$ cat config.mk
export PLATFORM = sky130hd
export DESIGN_NAME = mem_ctrl
export DESIGN_NICKNAME = d
export VERILOG_FILES = /design/src/rtl/mem_ctrl_pkg.sv /design/src/rtl/mem_ctrl_ld_ext.sv /design/src/rtl/mem_ctrl.sv
export SDC_FILE = /design/constraint.sdc
export NUM_CORES = 1
export LEC_CHECK = 0
export CORE_MARGIN = 4
export CORE_UTILIZATION = 40
export CTS_CLUSTER_SIZE = 24
export DETAILED_ROUTE_END_ITERATION = 10
export HOLD_SLACK_MARGIN = 0.15
export PLACE_DENSITY = 0.66
export SYNTH_ARGS = -nofsm -noshare
export SYNTH_HDL_FRONTEND = slang
export SYNTH_SLANG_ARGS = --single-unit
$ cat constraint.sdc
create_clock -name clk -period 6.75 [get_ports clk]
set_clock_uncertainty 0.2 [all_clocks]
set_input_delay 2.025 -clock clk [delete_from_list [all_inputs] [get_ports clk]]
set_output_delay 2.025 -clock clk [all_outputs]
set_load 0.01 [all_outputs]
$ cat src/rtl/mem_ctrl_pkg.sv
`default_nettype none
// ============================================================================
//  Module      : mem_ctrl_pkg
//  Description : Shared types and constants for the byte-wide RAM arbiter.
//                FSM state encoding, memory access sizes, mem_op bit
//                positions and the transfer-length helper.
//  Revision    : 1.0  initial release
// ============================================================================
package mem_ctrl_pkg;

    localparam int RAM_ADDR_W = 32;

    typedef enum logic [1:0] {
        ST_IDLE = 2'd0,
        ST_BUSY = 2'd1,
        ST_DONE = 2'd2
    } state_e;

    localparam logic [1:0] MEM_SIZE_B = 2'b00;
    localparam logic [1:0] MEM_SIZE_H = 2'b01;
    localparam logic [1:0] MEM_SIZE_W = 2'b10;

    // mem_op = {unsigned, size[1:0]}
    localparam int MEM_OP_UNSIGNED = 2;

    // Number of byte transfers for an access. Size 11 falls into the word case.
    function automatic logic [2:0] xfer_len(input logic is_if, input logic [1:0] size);
        logic [2:0] len;
        if (is_if) begin
            len = 3'd4;
        end else begin
            case (size)
                MEM_SIZE_B: len = 3'd1;
                MEM_SIZE_H: len = 3'd2;
                MEM_SIZE_W: len = 3'd4;
                default:    len = 3'd4;
            endcase
        end
        return len;
    endfunction

endpackage
`default_nettype wire

$ cat src/rtl/mem_ctrl_ld_ext.sv
`default_nettype none
// ============================================================================
//  Module      : mem_ld_ext
//  Description : Combinational size/sign extension of an assembled load word.
//  Ports       : word_i  assembled little-endian word
//                op_i    {unsigned, size[1:0]}
//                data_o  extended load data
//  Revision    : 1.0  initial release
// ============================================================================
module mem_ld_ext
    import mem_ctrl_pkg::*;
(
    input  logic [31:0] word_i,
    input  logic [2:0]  op_i,
    output logic [31:0] data_o
);

    always_comb begin
        data_o = word_i;
        case (op_i[1:0])
            MEM_SIZE_B: data_o = op_i[MEM_OP_UNSIGNED] ? {24'h0, word_i[7:0]}
                                                       : {{24{word_i[7]}}, word_i[7:0]};
            MEM_SIZE_H: data_o = op_i[MEM_OP_UNSIGNED] ? {16'h0, word_i[15:0]}
                                                       : {{16{word_i[15]}}, word_i[15:0]};
            default:    data_o = word_i;
        endcase
    end

endmodule
`default_nettype wire

$ cat src/rtl/mem_ctrl.sv
`default_nettype none
// ============================================================================
//  Module      : mem_ctrl
//  Description : Arbitrates one byte-wide synchronous RAM between instruction
//                fetch and the MEM stage. Each access is sequenced as 1-4
//                byte transfers; loads are assembled little-endian.
//  Ports       : clk/rst            clock, async active-low reset
//                if_*               IF word-read request / result
//                mem_*              MEM load/store request / result
//                stall_o            MEM stage stall
//                ram_*              RAM byte port (read data 1 cycle latency)
//  Revision    : 1.0  initial release
// ============================================================================
module mem_ctrl
    import mem_ctrl_pkg::*;
#(
    parameter int ADDR_W = RAM_ADDR_W
) (
    input  logic              clk,
    input  logic              rst,
    input  logic              if_req_i,
    input  logic [ADDR_W-1:0] if_addr_i,
    input  logic              if_cancel_i,
    output logic              if_done_o,
    output logic [31:0]       if_rdata_o,
    input  logic              mem_req_i,
    input  logic              mem_we_i,
    input  logic [2:0]        mem_op_i,
    input  logic [ADDR_W-1:0] mem_addr_i,
    input  logic [31:0]       mem_wdata_i,
    output logic              mem_done_o,
    output logic [31:0]       mem_rdata_o,
    output logic              stall_o,
    output logic [ADDR_W-1:0] ram_a_o,
    output logic              ram_wr_o,
    output logic [7:0]        ram_dout_o,
    input  logic [7:0]        ram_din_i
);

    state_e            state_q, state_d;
    logic [2:0]        cnt_q, cnt_d;
    logic [2:0]        len_q, len_d;
    logic              owner_if_q, owner_if_d;
    logic              we_q, we_d;
    logic [2:0]        op_q, op_d;
    logic [ADDR_W-1:0] base_q, base_d;
    logic [31:0]       wdata_q, wdata_d;
    logic [31:0]       asm_q, asm_d;
    logic [ADDR_W-1:0] ram_a_q, ram_a_d;
    logic              ram_wr_q, ram_wr_d;
    logic [7:0]        ram_dout_q, ram_dout_d;
    logic              if_done_q, if_done_d;
    logic              mem_done_q, mem_done_d;
    logic [31:0]       if_rdata_q, if_rdata_d;
    logic [31:0]       mem_rdata_q, mem_rdata_d;

    logic [2:0]        w_cnt_nx;
    logic [ADDR_W-1:0] w_addr_nx;
    logic [31:0]       w_asm;
    logic [31:0]       w_ext;

    assign w_cnt_nx  = cnt_q + 3'd1;
    assign w_addr_nx = base_q + {{(ADDR_W-3){1'b0}}, w_cnt_nx};

    // RAM data for the address driven in cycle cnt_q arrives while cnt_q+1,
    // so byte (cnt_q-1) is merged in with the byte currently on ram_din_i.
    always_comb begin
        w_asm = asm_q;
        case (cnt_q)
            3'd1:    w_asm[7:0]   = ram_din_i;
            3'd2:    w_asm[15:8]  = ram_din_i;
            3'd3:    w_asm[23:16] = ram_din_i;
            3'd4:    w_asm[31:24] = ram_din_i;
            default: ;
        endcase
    end

    mem_ld_ext u_ld_ext (
        .word_i (w_asm),
        .op_i   (op_q),
        .data_o (w_ext)
    );

    always_comb begin
        state_d     = state_q;
        cnt_d       = cnt_q;
        len_d       = len_q;
        owner_if_d  = owner_if_q;
        we_d        = we_q;
        op_d        = op_q;
        base_d      = base_q;
        wdata_d     = wdata_q;
        asm_d       = asm_q;
        if_rdata_d  = if_rdata_q;
        mem_rdata_d = mem_rdata_q;
        // RAM strobes and done pulses are zero unless a cycle drives them.
        ram_a_d     = '0;
        ram_wr_d    = 1'b0;
        ram_dout_d  = 8'h00;
        if_done_d   = 1'b0;
        mem_done_d  = 1'b0;

        case (state_q)
            ST_IDLE: begin
                if (mem_req_i) begin
                    state_d    = ST_BUSY;
                    cnt_d      = 3'd0;
                    len_d      = xfer_len(1'b0, mem_op_i[1:0]);
                    owner_if_d = 1'b0;
                    we_d       = mem_we_i;
                    op_d       = mem_op_i;
                    base_d     = mem_addr_i;
                    wdata_d    = mem_wdata_i;
                    asm_d      = 32'h0;
                    ram_a_d    = mem_addr_i;
                    ram_wr_d   = mem_we_i;
                    ram_dout_d = mem_we_i ? mem_wdata_i[7:0] : 8'h00;
                end else if (if_req_i) begin
                    state_d    = ST_BUSY;
                    cnt_d      = 3'd0;
                    len_d      = xfer_len(1'b1, 2'b00);
                    owner_if_d = 1'b1;
                    we_d       = 1'b0;
                    op_d       = 3'b000;
                    base_d     = if_addr_i;
                    asm_d      = 32'h0;
                    ram_a_d    = if_addr_i;
                end
            end

            ST_BUSY: begin
                if (owner_if_q && if_cancel_i) begin
                    state_d = ST_IDLE;
                end else if (we_q) begin
                    cnt_d = w_cnt_nx;
                    if (w_cnt_nx == len_q) begin
                        state_d    = ST_DONE;
                        mem_done_d = 1'b1;
                    end else begin
                        ram_a_d    = w_addr_nx;
                        ram_wr_d   = 1'b1;
                        ram_dout_d = wdata_q[{w_cnt_nx[1:0], 3'b000} +: 8];
                    end
                end else begin
                    cnt_d = w_cnt_nx;
                    asm_d = w_asm;
                    if (w_cnt_nx < len_q) begin
                        ram_a_d = w_addr_nx;
                    end
                    // Last byte lands in the cycle after the final address.
                    if (cnt_q == len_q) begin
                        state_d = ST_DONE;
                        if (owner_if_q) begin
                            if_done_d  = 1'b1;
                            if_rdata_d = w_asm;
                        end else begin
                            mem_done_d  = 1'b1;
                            mem_rdata_d = w_ext;
                        end
                    end
                end
            end

            ST_DONE: state_d = ST_IDLE;

            default: state_d = ST_IDLE;
        endcase
    end

    always_ff @(posedge clk or negedge rst) begin
        if (!rst) begin
            state_q     <= ST_IDLE;
            cnt_q       <= 3'd0;
            len_q       <= 3'd0;
            owner_if_q  <= 1'b0;
            we_q        <= 1'b0;
            op_q        <= 3'b000;
            base_q      <= '0;
            wdata_q     <= 32'h0;
            asm_q       <= 32'h0;
            ram_a_q     <= '0;
            ram_wr_q    <= 1'b0;
            ram_dout_q  <= 8'h00;
            if_done_q   <= 1'b0;
            mem_done_q  <= 1'b0;
            if_rdata_q  <= 32'h0;
            mem_rdata_q <= 32'h0;
        end else begin
            state_q     <= state_d;
            cnt_q       <= cnt_d;
            len_q       <= len_d;
            owner_if_q  <= owner_if_d;
            we_q        <= we_d;
            op_q        <= op_d;
            base_q      <= base_d;
            wdata_q     <= wdata_d;
            asm_q       <= asm_d;
            ram_a_q     <= ram_a_d;
            ram_wr_q    <= ram_wr_d;
            ram_dout_q  <= ram_dout_d;
            if_done_q   <= if_done_d;
            mem_done_q  <= mem_done_d;
            if_rdata_q  <= if_rdata_d;
            mem_rdata_q <= mem_rdata_d;
        end
    end

    assign if_done_o   = if_done_q;
    assign if_rdata_o  = if_rdata_q;
    assign mem_done_o  = mem_done_q;
    assign mem_rdata_o = mem_rdata_q;
    assign ram_a_o     = ram_a_q;
    assign ram_wr_o    = ram_wr_q;
    assign ram_dout_o  = ram_dout_q;
    assign stall_o     = mem_req_i & ~mem_done_q;

endmodule
`default_nettype wire

==> summary.md <==
| Metric | Value |
|---|---|
| Post-CTS Resized | 0 |
| Number of cells on the worst hold path | 2 |
| Yosys warning count | 0 |
| Number of placement rows | 56 |
| Multi-input combinational cell area | 3910 sq um |
| Post-synthesis to final-layout area growth | 33.9% |
| # setup viols final | 0 |
| Peak supply drop | 376 uV |
| Sum of negative setup slack | 0 ns |
| Required time at the endpoint of the critical path | 4.53 ns |
| Hold path startpoint | wdata_q[30]$_DFFE_PN0P_ |
| Power share of the combinational group | 41.0% |
| Worst slew slack as a fraction of its limit | 21.1% |
| Final period utilization | 75.7% |
| Type of origin of the critical path | primary input |
| Cell taking the most area after synthesis | sky130_fd_sc_hd__dfrtp_1 |
| Netlist Area Pre-Place | 9640 sq um |
| Pleak | 5.70 nW |
| Area contributors post-synth | sky130_fd_sc_hd__dfrtp_1 56%, sky130_fd_sc_hd__nand2_1 8.4%, sky130_fd_sc_hd__mux2i_1 6.4% |
| Residual antenna-violating net count after detailed routing | 0 |
| Clk_lat worst skew | 0.51 ns |
| DIE AREA | 26600 sq um |
| Final cell count without fillers | 1465 |
| Worst EP arrival | 2.88 ns |
| Fraction of final layout cells sized beyond drive strength 1 | 6.20% |
| Detailed-route wire length | 24.7 mm |
| First-pass detailed-route iteration total | 4 |
| Min Clock Period, post-route | 5.11 ns |
| Power per cell area | 468 nW/um^2 |
| Worst setup path category | primary input to output port |
| Fraction of the yosys area taken by sequential cells | 56.1% |
| Pin count of the biggest net entering global routing | 130 |
| Hold-critical path endpoint | wdata_q[30]$_DFFE_PN0P_ |
| Measured slew at the worst slew-check pin | 1.18 ns |
| Number of endpoints with negative hold slack in the final report | 0 |
| Worst-case register-to-register setup slack | 2.53 ns |
| Endpoint of the worst register-to-register path | ram_a_o[24]$_DFF_PN0_ |
| Peak fanout along the critical path | 2 |
| Via count of the first global-routing pass | 7370 |
| Count of cell types in the netlist | 41 |
| Worst hold-check path type | flip-flop to flip-flop |
| Most used DFF post-synth | sky130_fd_sc_hd__dfrtp_1 |
| List of most frequent post-synthesis cells | 216 x sky130_fd_sc_hd__dfrtp_1, 216 x sky130_fd_sc_hd__nand2_1, 84 x sky130_fd_sc_hd__o21ai_0, 62 x sky130_fd_sc_hd__mux2i_1, 46 x sky130_fd_sc_hd__clkbuf_1 |
| Post-placement cell area | 12100 sq um |
| DP HPWL | 17.3 mm |
| Share of synthesized registers carrying an async set or reset | 100% |
| Post-Place Cells | 1422 |
| Depth of the CTS H-tree | 1 |
| RSZ-0062 raised after global routing | no |
| Number of storage elements in the synthesis netlist | 216 |
| Post-CTS setup-driven buffer insertion count | 0 |
| # Max-Cap Violations | 0 |
| Psw | 2.19 mW |
| Placer Congestion | 0.781 |
| DRC violation count after routing | 0 |
| Pins over their slew limit | 0 |
| Root Driver | sky130_fd_sc_hd__clkbuf_16 |
| Starting DRC count in detailed routing | 360 |
| Maximum count of clock buffers along a single path | 3 |
| TritonCTS clock tree | yes |
| Avg Synthesized Cell Area | 10.3 sq um |
| Via/cell ratio | 4.99 |
| Share of power burned in the clock network | 22.0% |
| Clock slew at reported path FFs | 0.05 ns |
| Fraction of post-synthesis cell area in the top cell type by area | 56.1% |
| Vertical die dimension | 163 um |
| Quantity of hold-fixing buffers added after cts | 0 |
| Number of enable-type register cells in the synthesized netlist | 0 |
| Total clock buffers created by CTS | 24 |
| Horiz. Die Dim | 163 um |
| Global Route Usage Sum | 18.7% |
| Area of the placeable core | 23600 sq um |
| Fraction of power consumed by sequential logic | 37.0% |
| Launching point of the worst reg2reg path | cnt_q[0]$_DFFE_PN0P_ |
| Fraction of power spent switching nets | 36.3% |
| Routed vias | 7314 |
| Number of placed I/O pins | 221 |
| Maximum operating frequency | 0.196 GHz |
| Fill cell instance count of the final layout | 2148 |
| Worst setup EP type | output port |
| Port bufs | 220 |
| Total congestion overflow after global routing | 0 |
| Sequential Area | 5410 sq um |
| Run status | completed |
| Routed wirelength normalized by instance count | 16.9 um |
| Design area | 12900 sq um |
| Reg2Reg Depth | 8 |
| Syn Inst Count | 935 |
| Initial antenna violation count | 1 |
| Total number of nets in the final design | 1254 |
| Wire length of the first global-routing pass | 40.1 mm |
| Internal | 3.85 mW |
| Synthesized netlist net count | 1060 |
| Final-layout worst hold slack | 0.268 ns |
| Layout Utilization | 54.7% |
| Sinks on Clock Net | 216 |
| Initial Util | 40.8% |
-- worst max path at each step --
stage	start	endpoint	slack [ns]
after floorplan	mem_req_i	stall_o	1.51
final	mem_req_i	stall_o	1.64
after global placement	mem_req_i	stall_o	1.64
after detailed placement	mem_req_i	stall_o	1.63
after CTS	mem_req_i	stall_o	1.63
after global routing	mem_req_i	stall_o	1.62
-- metrics by stage --
step | setup slack, ns | power (mW)
floorplan | 1.51 | 3.69
global placement | 1.64 | 4.71
detailed placement | 1.63 | 4.77
CTS | 1.63 | 6.13
global route | 1.62 | 6.51
finish | 1.64 | 6.05
-- cell families (layout without fill, tap and decap cells) --
family	after synthesis	count (layout)	share of synthesized area [%]
muxes	70	70	8.31
and+or+nand+nor	317	317	14.4
AOI/OAI and AO/OA	202	202	13.1
DFF	216	216	56.1
other	0	1	0
xor gates and xnor gates	32	32	2.91
buffers and inverters	86	296	3.57
adders and majority gates	12	12	1.64
-- layout make-up --
| type | count | share of cell area (%) |
|---|---|---|
| tap | 319 | 3.09 |
| inverter | 26 | 0.756 |
| clock buffer | 37 | 5.74 |
| timing repair buffer | 228 | 17.6 |
| sequential | 216 | 41.9 |
| antenna | 1 | 0.0194 |
| multi-input combinational | 633 | 30.3 |
| clock inverter | 5 | 0.582 |
-- flip-flops by register name, indices dropped and copies added, names as in the netlist --
signal / count
if_rdata_o: 32
asm_q: 32
ram_a_o: 32
we_q: 1
mem_done_o: 1
cnt_q: 3
state_q: 2
owner_if_q: 1
op_q: 3
ram_dout_o: 8
if_done_o: 1
base_q: 32
wdata_q: 32
len_q: 3
ram_wr_o: 1
mem_rdata_o: 32
-- power by group through the flow --
stage	Sequential [mW]	Clock (mW)	Combinational [mW]
finish	2.24	1.33	2.48
CTS	2.24	1.36	2.52
floorplan	2.28	0	1.40
global route	2.32	1.42	2.77
detailed placement	2.26	0	2.51
global placement	2.24	0	2.47
-- layout by cell type (no fill, tap or decap), types with 14 or more instances in the layout --
cell,instances
sky130_fd_sc_hd__inv_1,26
sky130_fd_sc_hd__xor2_1,19
sky130_fd_sc_hd__clkbuf_16,25
sky130_fd_sc_hd__dfrtp_1,216
sky130_fd_sc_hd__nand2_1,216
sky130_fd_sc_hd__o22ai_1,30
sky130_fd_sc_hd__o21ai_0,84
sky130_fd_sc_hd__o31ai_1,27
sky130_fd_sc_hd__a22o_1,14
sky130_fd_sc_hd__clkdlybuf4s50_1,218
sky130_fd_sc_hd__nand2b_1,18
sky130_fd_sc_hd__mux2i_1,62
sky130_fd_sc_hd__nand4_1,16
sky130_fd_sc_hd__nor2_1,25
-- routing by layer --
| layer | routed length, um | vias up | part of all wire, % | track usage [%] |
|---|---|---|---|---|
| li1 | - | 3612 | - | - |
| met2 | 11500 | 209 | 46 | 29.6 |
| met3 | 1760 | 40 | 7.1 | 4.39 |
| met5 | 0 | - | 0 | 0 |
| met1 | 11000 | 3453 | 44 | 25.8 |
| met4 | 551 | 0 | 2.2 | 5.34 |
-- worst max-delay path: stages --
cell                              delay [ns]
sky130_fd_sc_hd__buf_2                  0.15
sky130_fd_sc_hd__nor2b_1                0.15
sky130_fd_sc_hd__clkdlybuf4s50_1        0.56
Note: power is estimated with default switching activity, not from simulation.
